<file path="src/rtl/uart_pkg.sv">
// Shared definitions for the memory-mapped UART transmitter.
// Latency: none (types and constants only).
// Backpressure: none (types and constants only).
package uart_pkg;

  // Framing FSM states.
  typedef enum logic [1:0] {
    IDLE  = 2'd0,
    START = 2'd1,
    DATA  = 2'd2,
    STOP  = 2'd3
  } uart_state_e;

  // Register offsets from the block base address.
  localparam logic [31:0] DATA_OFS   = 32'd0;
  localparam logic [31:0] STATUS_OFS = 32'd4;

  // STATUS word bit positions.
  localparam int ST_FULL    = 0;
  localparam int ST_EMPTY   = 1;
  localparam int ST_BUSY    = 2;
  localparam int ST_OVF     = 3;
  localparam int ST_CNT_LSB = 4;

  // The STATUS count field is 4 bits wide; larger occupancies read as 15.
  function automatic logic [3:0] sat_count(input logic [31:0] c);
    return (c > 32'd15) ? 4'd15 : c[3:0];
  endfunction

endpackage

</file>
<file path="src/rtl/sync_fifo.sv">
// Single-clock first-word-fall-through FIFO; dout shows the head entry.
// Latency: a pushed entry is visible on dout/empty one cycle after the push edge.
// Backpressure: push is dropped when full unless a pop happens on the same edge.
module sync_fifo #(
  parameter int WIDTH = 8,
  parameter int DEPTH = 4
) (
  input  logic                       clk,
  input  logic                       reset,
  input  logic                       push,
  input  logic                       pop,
  input  logic [WIDTH-1:0]           din,
  output logic [WIDTH-1:0]           dout,
  output logic                       full,
  output logic                       empty,
  output logic [$clog2(DEPTH):0]     count
);

  localparam int AW = $clog2(DEPTH);

  logic [WIDTH-1:0] mem [DEPTH];
  logic [AW-1:0]    wr_ptr;
  logic [AW-1:0]    rd_ptr;
  logic [AW:0]      cnt;
  logic             do_push;
  logic             do_pop;

  assign full    = (cnt == (AW+1)'(DEPTH));
  assign empty   = (cnt == '0);
  assign count   = cnt;
  assign dout    = mem[rd_ptr];
  // When full, a simultaneous pop frees the slot the push lands in.
  assign do_pop  = pop && !empty;
  assign do_push = push && (!full || do_pop);

  // Storage array; contents need no reset because the pointers gate them.
  always_ff @(posedge clk) begin
    if (do_push) mem[wr_ptr] <= din;
  end

  // Pointer and occupancy bookkeeping.
  always_ff @(posedge clk or negedge reset) begin
    if (!reset) begin
      wr_ptr <= '0;
      rd_ptr <= '0;
      cnt    <= '0;
    end else begin
      if (do_push) wr_ptr <= wr_ptr + AW'(1);
      if (do_pop)  rd_ptr <= rd_ptr + AW'(1);
      case ({do_push, do_pop})
        2'b10:   cnt <= cnt + (AW+1)'(1);
        2'b01:   cnt <= cnt - (AW+1)'(1);
        default: cnt <= cnt;
      endcase
    end
  end

endmodule

</file>
<file path="src/rtl/mmio_uart_tx.sv">
// Memory-mapped 8N1 UART transmitter fed by core stores, with a pollable STATUS word.
// Latency: store at edge k pops at edge k+1, start bit on tx from k+1; frame is 10*CLKS_PER_BIT cycles.
// Backpressure: none on the bus; stores to a full FIFO are dropped and flag sticky overflow.
module mmio_uart_tx
  import uart_pkg::*;
#(
  parameter logic [31:0] BASE_ADDR    = 32'h0000_0200,
  parameter int          CLKS_PER_BIT = 4,
  parameter int          FIFO_DEPTH   = 4
) (
  input  logic        clk,
  input  logic        reset,
  input  logic        MemWrite,
  input  logic [31:0] DataAdr,
  input  logic [31:0] WriteData,
  output logic [31:0] ReadData,
  output logic        tx,
  output logic        busy
);

  localparam int                CNT_W       = (CLKS_PER_BIT > 1) ? $clog2(CLKS_PER_BIT) : 1;
  localparam logic [CNT_W-1:0]  CNT_LAST    = CNT_W'(CLKS_PER_BIT - 1);
  localparam int                FCW         = $clog2(FIFO_DEPTH) + 1;
  localparam logic [31:0]       DATA_ADDR   = BASE_ADDR + DATA_OFS;
  localparam logic [31:0]       STATUS_ADDR = BASE_ADDR + STATUS_OFS;

  uart_state_e      state_q, state_d;
  logic [CNT_W-1:0] cnt_q, cnt_d;
  logic [2:0]       idx_q, idx_d;
  logic [7:0]       shift_q, shift_d;
  logic             tx_q, tx_d;
  logic             ovf_q;

  logic             push_req;
  logic             clear_req;
  logic             pop;
  logic [7:0]       fifo_dout;
  logic             fifo_full;
  logic             fifo_empty;
  logic [FCW-1:0]   fifo_count;
  logic             last_clk;
  logic [31:0]      status;
  logic [23:0]      unused_wdata;

  assign push_req     = MemWrite && (DataAdr == DATA_ADDR);
  assign clear_req    = MemWrite && (DataAdr == STATUS_ADDR) && WriteData[3];
  assign last_clk     = (cnt_q == CNT_LAST);
  assign unused_wdata = WriteData[31:8];

  sync_fifo #(
    .WIDTH (8),
    .DEPTH (FIFO_DEPTH)
  ) u_fifo (
    .clk   (clk),
    .reset (reset),
    .push  (push_req),
    .pop   (pop),
    .din   (WriteData[7:0]),
    .dout  (fifo_dout),
    .full  (fifo_full),
    .empty (fifo_empty),
    .count (fifo_count)
  );

  // Framing next-state: bit timing, byte pops, and the next registered tx level.
  always_comb begin
    state_d = state_q;
    cnt_d   = cnt_q;
    idx_d   = idx_q;
    shift_d = shift_q;
    pop     = 1'b0;
    case (state_q)
      IDLE: begin
        cnt_d = '0;
        if (!fifo_empty) begin
          pop     = 1'b1;
          shift_d = fifo_dout;
          state_d = START;
        end
      end
      START: begin
        if (last_clk) begin
          cnt_d   = '0;
          idx_d   = 3'd0;
          state_d = DATA;
        end else begin
          cnt_d = cnt_q + CNT_W'(1);
        end
      end
      DATA: begin
        if (last_clk) begin
          cnt_d = '0;
          if (idx_q == 3'd7) state_d = STOP;
          else               idx_d   = idx_q + 3'd1;
        end else begin
          cnt_d = cnt_q + CNT_W'(1);
        end
      end
      STOP: begin
        if (last_clk) begin
          cnt_d = '0;
          // Chain straight into the next start bit so queued bytes leave gap-free.
          if (!fifo_empty) begin
            pop     = 1'b1;
            shift_d = fifo_dout;
            state_d = START;
          end else begin
            state_d = IDLE;
          end
        end else begin
          cnt_d = cnt_q + CNT_W'(1);
        end
      end
      default: state_d = IDLE;
    endcase
    // tx is derived from the next state so the line changes on the same edge as the state.
    case (state_d)
      START:   tx_d = 1'b0;
      DATA:    tx_d = shift_d[idx_d];
      default: tx_d = 1'b1;
    endcase
  end

  // Framing state, counters, shift register and the tx flop.
  always_ff @(posedge clk or negedge reset) begin
    if (!reset) begin
      state_q <= IDLE;
      cnt_q   <= '0;
      idx_q   <= '0;
      shift_q <= '0;
      tx_q    <= 1'b1;
    end else begin
      state_q <= state_d;
      cnt_q   <= cnt_d;
      idx_q   <= idx_d;
      shift_q <= shift_d;
      tx_q    <= tx_d;
    end
  end

  // Sticky overflow: a fresh drop wins over a simultaneous clear.
  always_ff @(posedge clk or negedge reset) begin
    if (!reset) begin
      ovf_q <= 1'b0;
    end else if (push_req && fifo_full && !pop) begin
      ovf_q <= 1'b1;
    end else if (clear_req) begin
      ovf_q <= 1'b0;
    end
  end

  // STATUS word assembly; reading it has no side effects.
  always_comb begin
    status                      = '0;
    status[ST_FULL]             = fifo_full;
    status[ST_EMPTY]            = fifo_empty;
    status[ST_BUSY]             = (state_q != IDLE);
    status[ST_OVF]              = ovf_q;
    status[ST_CNT_LSB +: 4]     = sat_count(32'(fifo_count));
  end

  assign ReadData = (DataAdr == STATUS_ADDR) ? status : 32'd0;
  assign tx       = tx_q;
  assign busy     = (state_q != IDLE) || !fifo_empty;

endmodule

</file>
<file path="config.mk">
export PLATFORM = sky130hd
export DESIGN_NAME = mmio_uart_tx
export DESIGN_NICKNAME = d
export VERILOG_FILES = /design/src/rtl/uart_pkg.sv /design/src/rtl/sync_fifo.sv /design/src/rtl/mmio_uart_tx.sv
export SDC_FILE = /design/constraint.sdc
export NUM_CORES = 1
export LEC_CHECK = 0
export CORE_ASPECT_RATIO = 1.25
export CORE_MARGIN = 3
export CORE_UTILIZATION = 45
export CTS_CLUSTER_DIAMETER = 80
export CTS_CLUSTER_SIZE = 8
export DETAILED_ROUTE_END_ITERATION = 12
export HOLD_SLACK_MARGIN = 0.08
export PLACE_DENSITY = 0.8
export SETUP_SLACK_MARGIN = 0.02
export SLEW_MARGIN = 20
export SYNTH_ARGS = -nofsm -noshare
export SYNTH_HDL_FRONTEND = slang
export SYNTH_SLANG_ARGS = --single-unit
export TNS_END_PERCENT = 100
</file>
<file path="constraint.sdc">
create_clock -name clk -period 3.12 [get_ports clk]
set_input_delay 0.312 -clock clk [delete_from_list [all_inputs] [get_ports clk]]
set_output_delay 0.312 -clock clk [all_outputs]
set_load 0.05 [all_outputs]
</file>
==> impl_metrics.toml, run 1 <==
[run_status]
status = "finished, final reports clean"

[final_layout]
design_area_um2 = 3510
final_cell_mix = "clkdlybuf4s50_1 (48), edfxtp_1 (32), conb_1 (25), dfrtp_1 (23), ha_1 (12)"
drive_above_1_share_pct = 15.0
final_util_pct = 56.5
instances_no_fill = 351
mostFrequentLayoutCell = "clkdlybuf4s50_1"
area_growth_pct = 21.3
nets = 345
n_antenna_cell = 0

[floorplanning]
fp.dieArea_um2 = 7430
die_h_um = 95.6
std_cell_rows = 32
start_util_pct = 46.6
ios = 101
coreArea_um2 = 6210
dieWidth_um = 77.7

[pwr]
p_switching_w = 0.000684
peakVddDrop_uv = 392
internal-power_w = 0.00146
swShare_pct = 31.8
comb_power_share_pct = 34.6
pwr-share-seq_pct = 42.4
power.density_nw_per_um2 = 613
clkPwrFrac_pct = 23.0
leakage_nw = 1.42

[critical_path]
path_cells = "clkdlybuf4s50_1 -> nor4_1 -> nand4_1 -> nor2_2 -> and3_2 -> clkdlybuf4s50_1"
regToRegSetupSlack_ps = 600
crit_start = "DataAdr[7]"
crit-reg2reg-launch = "state_q[0]$_DFF_PN0_"
cp_slowest_cell = "clkdlybuf4s50_1"
endpoint = "ReadData[4]"
critPathBufInv = 2
critPathMaxFanout = 7
crit_family = "buffers and inverters"
cp.required_ps = 2810
crit_arrival_ps = 2420
reg2reg_depth = 10
worstSetupPathType = "in2out"
cpPeakStageDelay_ps = 800
crit_path_start_kind = "input pin"
cp.depth = 6
reg2reg_to = "u_fifo.count[2]$_DFFE_PN0P_"
end_kind = "output port"
crit_top_cell = "clkdlybuf4s50_1"

[global_route]
overflow = 0
grt_max_degree = 25
antenna_found_initial = 0
grt_pass1_wl_mm = 8.65
grtUsageTotal_pct = 14.8
first_global_vias = 1793

[synthesis]
ys_ff_latch = 56
yosys.area.top_type_share_pct = 33.2
yosys.cell_types.count = 54
syn-instance-count = 209
ys_seq_area_share_pct = 54.1
ys.flop_type = "edfxtp_1"
synth-edff-count = 32
synth.area.top_cells = "edfxtp_1 (33%), dfrtp_1 (20%), buf_4 (6.5%), mux4_2 (6.2%), ha_1 (5.2%)"
synthArstFlopShare_pct = 42.9
yosysWarnings = 0
synth_largest_area_cell = "edfxtp_1"
syn-cell-area_um2 = 2890
syn_avg_cell_area_um2 = 13.8

[drt]
routed_wl_mm = 5.03
vias_per_cell = 4.95
first_pass_iters = 4
num_vias = 1738
first_iter_violations = 70
route.detailed.drc = 0
wl_per_cell_um = 14.3
antenna_left = 0

[place]
place_hpwl_mm = 3.89
gp_congestion = 0.755
portBuffers = 51
place_area_um2 = 3380
dp_cells = 342

[cts]
post_cts_buffers = 0
cts_sinks = 56
cts_tree = "done"
clock_path_buffers = 2
clockRootBuffer = "clkbuf_8"
clkTransAtPathRegs_ps = 100
numCtsBuffers = 5
insertion_delay_ps = 310
cts.htree.levels = 2

[sta]
whs_ps = 444
finalHoldViolations = 0
relSlewSlack_pct = 61.8
maxSlewViolCount = 0
setup_viol = 0
max_freq_mhz = 366
tightest_slew_ps = 573
layout_min_cycle_time_ps = 2730
finClkSkew_ps = 6.30
setup-tns-final_ps = 0
rsz0062_at_grt = "no"
period_share_pct = 87.6

[run]
drv_cap = 0

[min_path]
hold_path.class = "reg2reg"
## timing repair
item	CTS	global route
endpoints found under the setup margin	0	0
resized for setup	0	0
hold buffers	0	1
endpoints found under the hold margin	0	23
## metal layers
| layer | vias to the layer above | track usage [%] | part of all wire, % |
|---|---|---|---|
| met3 | 7 | 2.27 | 4.1 |
| li1 | 840 | - | - |
| met2 | 39 | 27.4 | 54 |
| met1 | 852 | 17.7 | 40 |
| met4 | 0 | 4.45 | 1.2 |
| met5 | - | 0 | 0 |
## cell type report
type | instances | area, um^2
Fill cell | 498 | 2700
Sequential cell | 56 | 1560
Multi-Input combinational cell | 136 | 1140
Timing Repair Buffer | 55 | 533
Tap cell | 85 | 106
Clock buffer | 5 | 68.8
Clock inverter | 3 | 50.0
Inverter | 11 | 41.3
## state kept, by name, summed over array words and instances (netlist names)
name           count
u_fifo.wr_ptr      2
u_fifo.count       3
tx                 1
cnt_q              2
idx_q              3
u_fifo.mem        32
u_fifo.rd_ptr      2
state_q            2
ovf_q              1
shift_q            8
## synth_stat cells, drive strengths merged, types with 6 or more instances
master  count
inv        11
dfrtp      23
nand2       8
buf        29
and2        6
edfxtp     32
nor4        6
ha         12
and3        6
mux2i       6
mux4        8
a22o       10
## how the worst min path moves through the flow
stage	cells after the start	endpoint	from
detailed placement	1	cnt_q[0]$_DFF_PN0_	cnt_q[0]$_DFF_PN0_
global placement	1	cnt_q[0]$_DFF_PN0_	cnt_q[0]$_DFF_PN0_
CTS	1	cnt_q[0]$_DFF_PN0_	cnt_q[0]$_DFF_PN0_
finish	1	cnt_q[0]$_DFF_PN0_	cnt_q[0]$_DFF_PN0_
global route	1	cnt_q[0]$_DFF_PN0_	cnt_q[0]$_DFF_PN0_
floorplan	0	cnt_q[0]$_DFF_PN0_	reset
## per-stage QoR
step | total power, W | setup slack [ps]
floorplan | 0.00153 | 768
global placement | 0.00166 | 372
detailed placement | 0.00167 | 315
CTS | 0.00216 | 363
global route | 0.00228 | 221
finish | 0.00215 | 386
## kinds of logic (layout without fill, tap and decap cells)
group                    count (synthesis)  in the layout  synth area share, %
AO/OA/AOI/OAI                           27             27                 8.36
XOR/XNOR                                 6              6                 1.82
adder cells (fa/ha/maj)                 13             13                 5.89
buffers and inverters                   41             74                 9.44
flip-flops                              56             56                 54.1
multiplexers                            16             16                 9.22
other                                    1             25                0.130
AND/OR/NAND/NOR                         49             49                 11.1
## power groups by stage
stage / registers, W / logic, W / clock network, W
after CTS: 0.000913 / 0.000749 / 0.000500
after global placement: 0.000928 / 0.000734 / 0
after detailed placement: 0.000929 / 0.000745 / 0
final: 0.000912 / 0.000743 / 0.000494
after global routing: 0.000923 / 0.000816 / 0.000537
after floorplan: 0.000944 / 0.000586 / 0
(Power assumes the default switching activity.)
==> run 2, diff against run 1 <==
Settings changed: CORE_ASPECT_RATIO 1.25 to 1.5.
==> impl_metrics.toml, run 2 (synthesis results as in run 1) <==
[critical_path]
crit_path_start_kind = "input pin"
critPathMaxFanout = 7
reg2reg_to = "u_fifo.count[2]$_DFFE_PN0P_"
crit-reg2reg-launch = "state_q[0]$_DFF_PN0_"
reg2reg_depth = 10
regToRegSetupSlack_ps = 630
crit_arrival_ps = 2410
worstSetupPathType = "in2out"
cp.required_ps = 2810
end_kind = "output port"
crit_start = "DataAdr[19]"

[cts]
clkTransAtPathRegs_ps = 100
clock_path_buffers = 2
cts_resized = 0
clockRootBuffer = "clkbuf_8"
insertion_delay_ps = 310
post_cts_buffers = 0
cts_tree = "done"
cts.htree.levels = 2
numCtsBuffers = 5
cts_sinks = 56

[min_path]
min_from = "cnt_q[0]$_DFF_PN0_"
whs_path_depth = 1
hold_end = "cnt_q[0]$_DFF_PN0_"
hold_path.class = "reg2reg"

[global_route]
grt_max_degree = 25
grtUsageTotal_pct = 15.1
first_global_vias = 1830
grt_pass1_wl_mm = 8.81
overflow = 0
antenna_found_initial = 0

[pwr]
peakVddDrop_uv = 450
power.density_nw_per_um2 = 596
leakage_nw = 1.40

[run]
drv_cap = 0

[floorplanning]
die_h_um = 104
fp.dieArea_um2 = 7440
ios = 101
coreArea_um2 = 6170
dieWidth_um = 71.4
start_util_pct = 46.8
std_cell_rows = 35

[final_layout]
design_area_um2 = 3460
largest-register = "u_fifo.mem"
largest_reg_flops = 32
n_antenna_cell = 0
final_util_pct = 56.1
nets = 344
final_cell_mix = "clkdlybuf4s50_1 (48), edfxtp_1 (32), conb_1 (25), dfrtp_1 (23), ha_1 (12)"
drive_above_1_share_pct = 14.7
area_growth_pct = 19.8
mostFrequentLayoutCell = "clkdlybuf4s50_1"
fillers = 516
top_regs = "u_fifo.mem (32), shift_q (8)"

[place]
portBuffers = 51
gp_congestion = 0.791
place_area_um2 = 3360
place_hpwl_mm = 4.01

[sta]
finalHoldViolations = 0
setup-tns-final_ps = 0
max_freq_mhz = 368
setup_viol = 0
relSlewSlack_pct = 61.7
rsz0062_at_grt = "no"
maxSlewViolCount = 0
tightest_slew_ps = 575
finClkSkew_ps = 6.49
period_share_pct = 87.2
layout_min_cycle_time_ps = 2720

[drt]
first_pass_iters = 4
wl_per_cell_um = 15.3
antenna_left = 0
route.detailed.drc = 0
first_iter_violations = 58
routed_wl_mm = 5.19
vias_per_cell = 5.10
num_vias = 1730

[run_status]
status = "finished, final reports clean"
## run 2: metal layers
layer | vias up | global-route usage [%] | part of all wire, %
met5 | - | 0 | 0
met4 | 0 | 6.32 | 2.4
met3 | 10 | 3.19 | 3.1
met2 | 33 | 27.2 | 56
met1 | 854 | 16.8 | 38
li1 | 833 | - | -
## run 2: metrics by stage
| stage | setup slack, ps | hold slack [ps] | instances | total power [W] |
|---|---|---|---|---|
| floorplan | 768 | 16.4 | 233 | 0.00153 |
| global placement | 418 | 419 | 330 | 0.00166 |
| detailed placement | 372 | 421 | 330 | 0.00168 |
| CTS | 384 | 435 | 338 | 0.00209 |
| global route | 279 | 469 | 339 | 0.00218 |
| finish | 400 | 432 | 339 | 0.00207 |
## run 2: worst max path at each step
stage	slack, ps	end	cells after the start
finish	400	ReadData[4]	6
global route	280	ReadData[4]	6
CTS	380	ReadData[4]	6
detailed placement	370	u_fifo.count[2]$_DFFE_PN0P_	13
global placement	420	u_fifo.count[2]$_DFFE_PN0P_	13
floorplan	770	u_fifo.count[2]$_DFFE_PN0P_	11
## run 2: worst max-delay path, stage by stage
cell and delay [ps]:
clkdlybuf4s50_1 410, nor4_1 280, nand4_1 150, nor2_2 240
and3_2 210, clkdlybuf4s50_1 800
## run 2: timing repair
| item | CTS | global route |
|---|---|---|
| hold endpoints to repair | 0 | 23 |
| endpoints found under the setup margin | 0 | 0 |
| hold buffers | 0 | 1 |
## run 2: where the power goes
part	leakage (nW)	switching (W)	internal (W)
Combinational	0.775	0.000399	0.000344
Clock	0.0463	0.000239	0.000165
Sequential	0.581	0.0000449	0.000873
Total	1.40	0.000684	0.00138
## run 2: cell type report
cell class / count / area (um^2) / area share, %
clock buffer: 5 / 68.8 / 1.99
clock inverter: 3 / 27.5 / 0.795
inverter: 11 / 41.3 / 1.19
multi-input combinational: 136 / 1140 / 33.1
sequential: 56 / 1560 / 45.1
tap: 74 / 92.6 / 2.67
timing repair buffer: 54 / 526 / 15.2
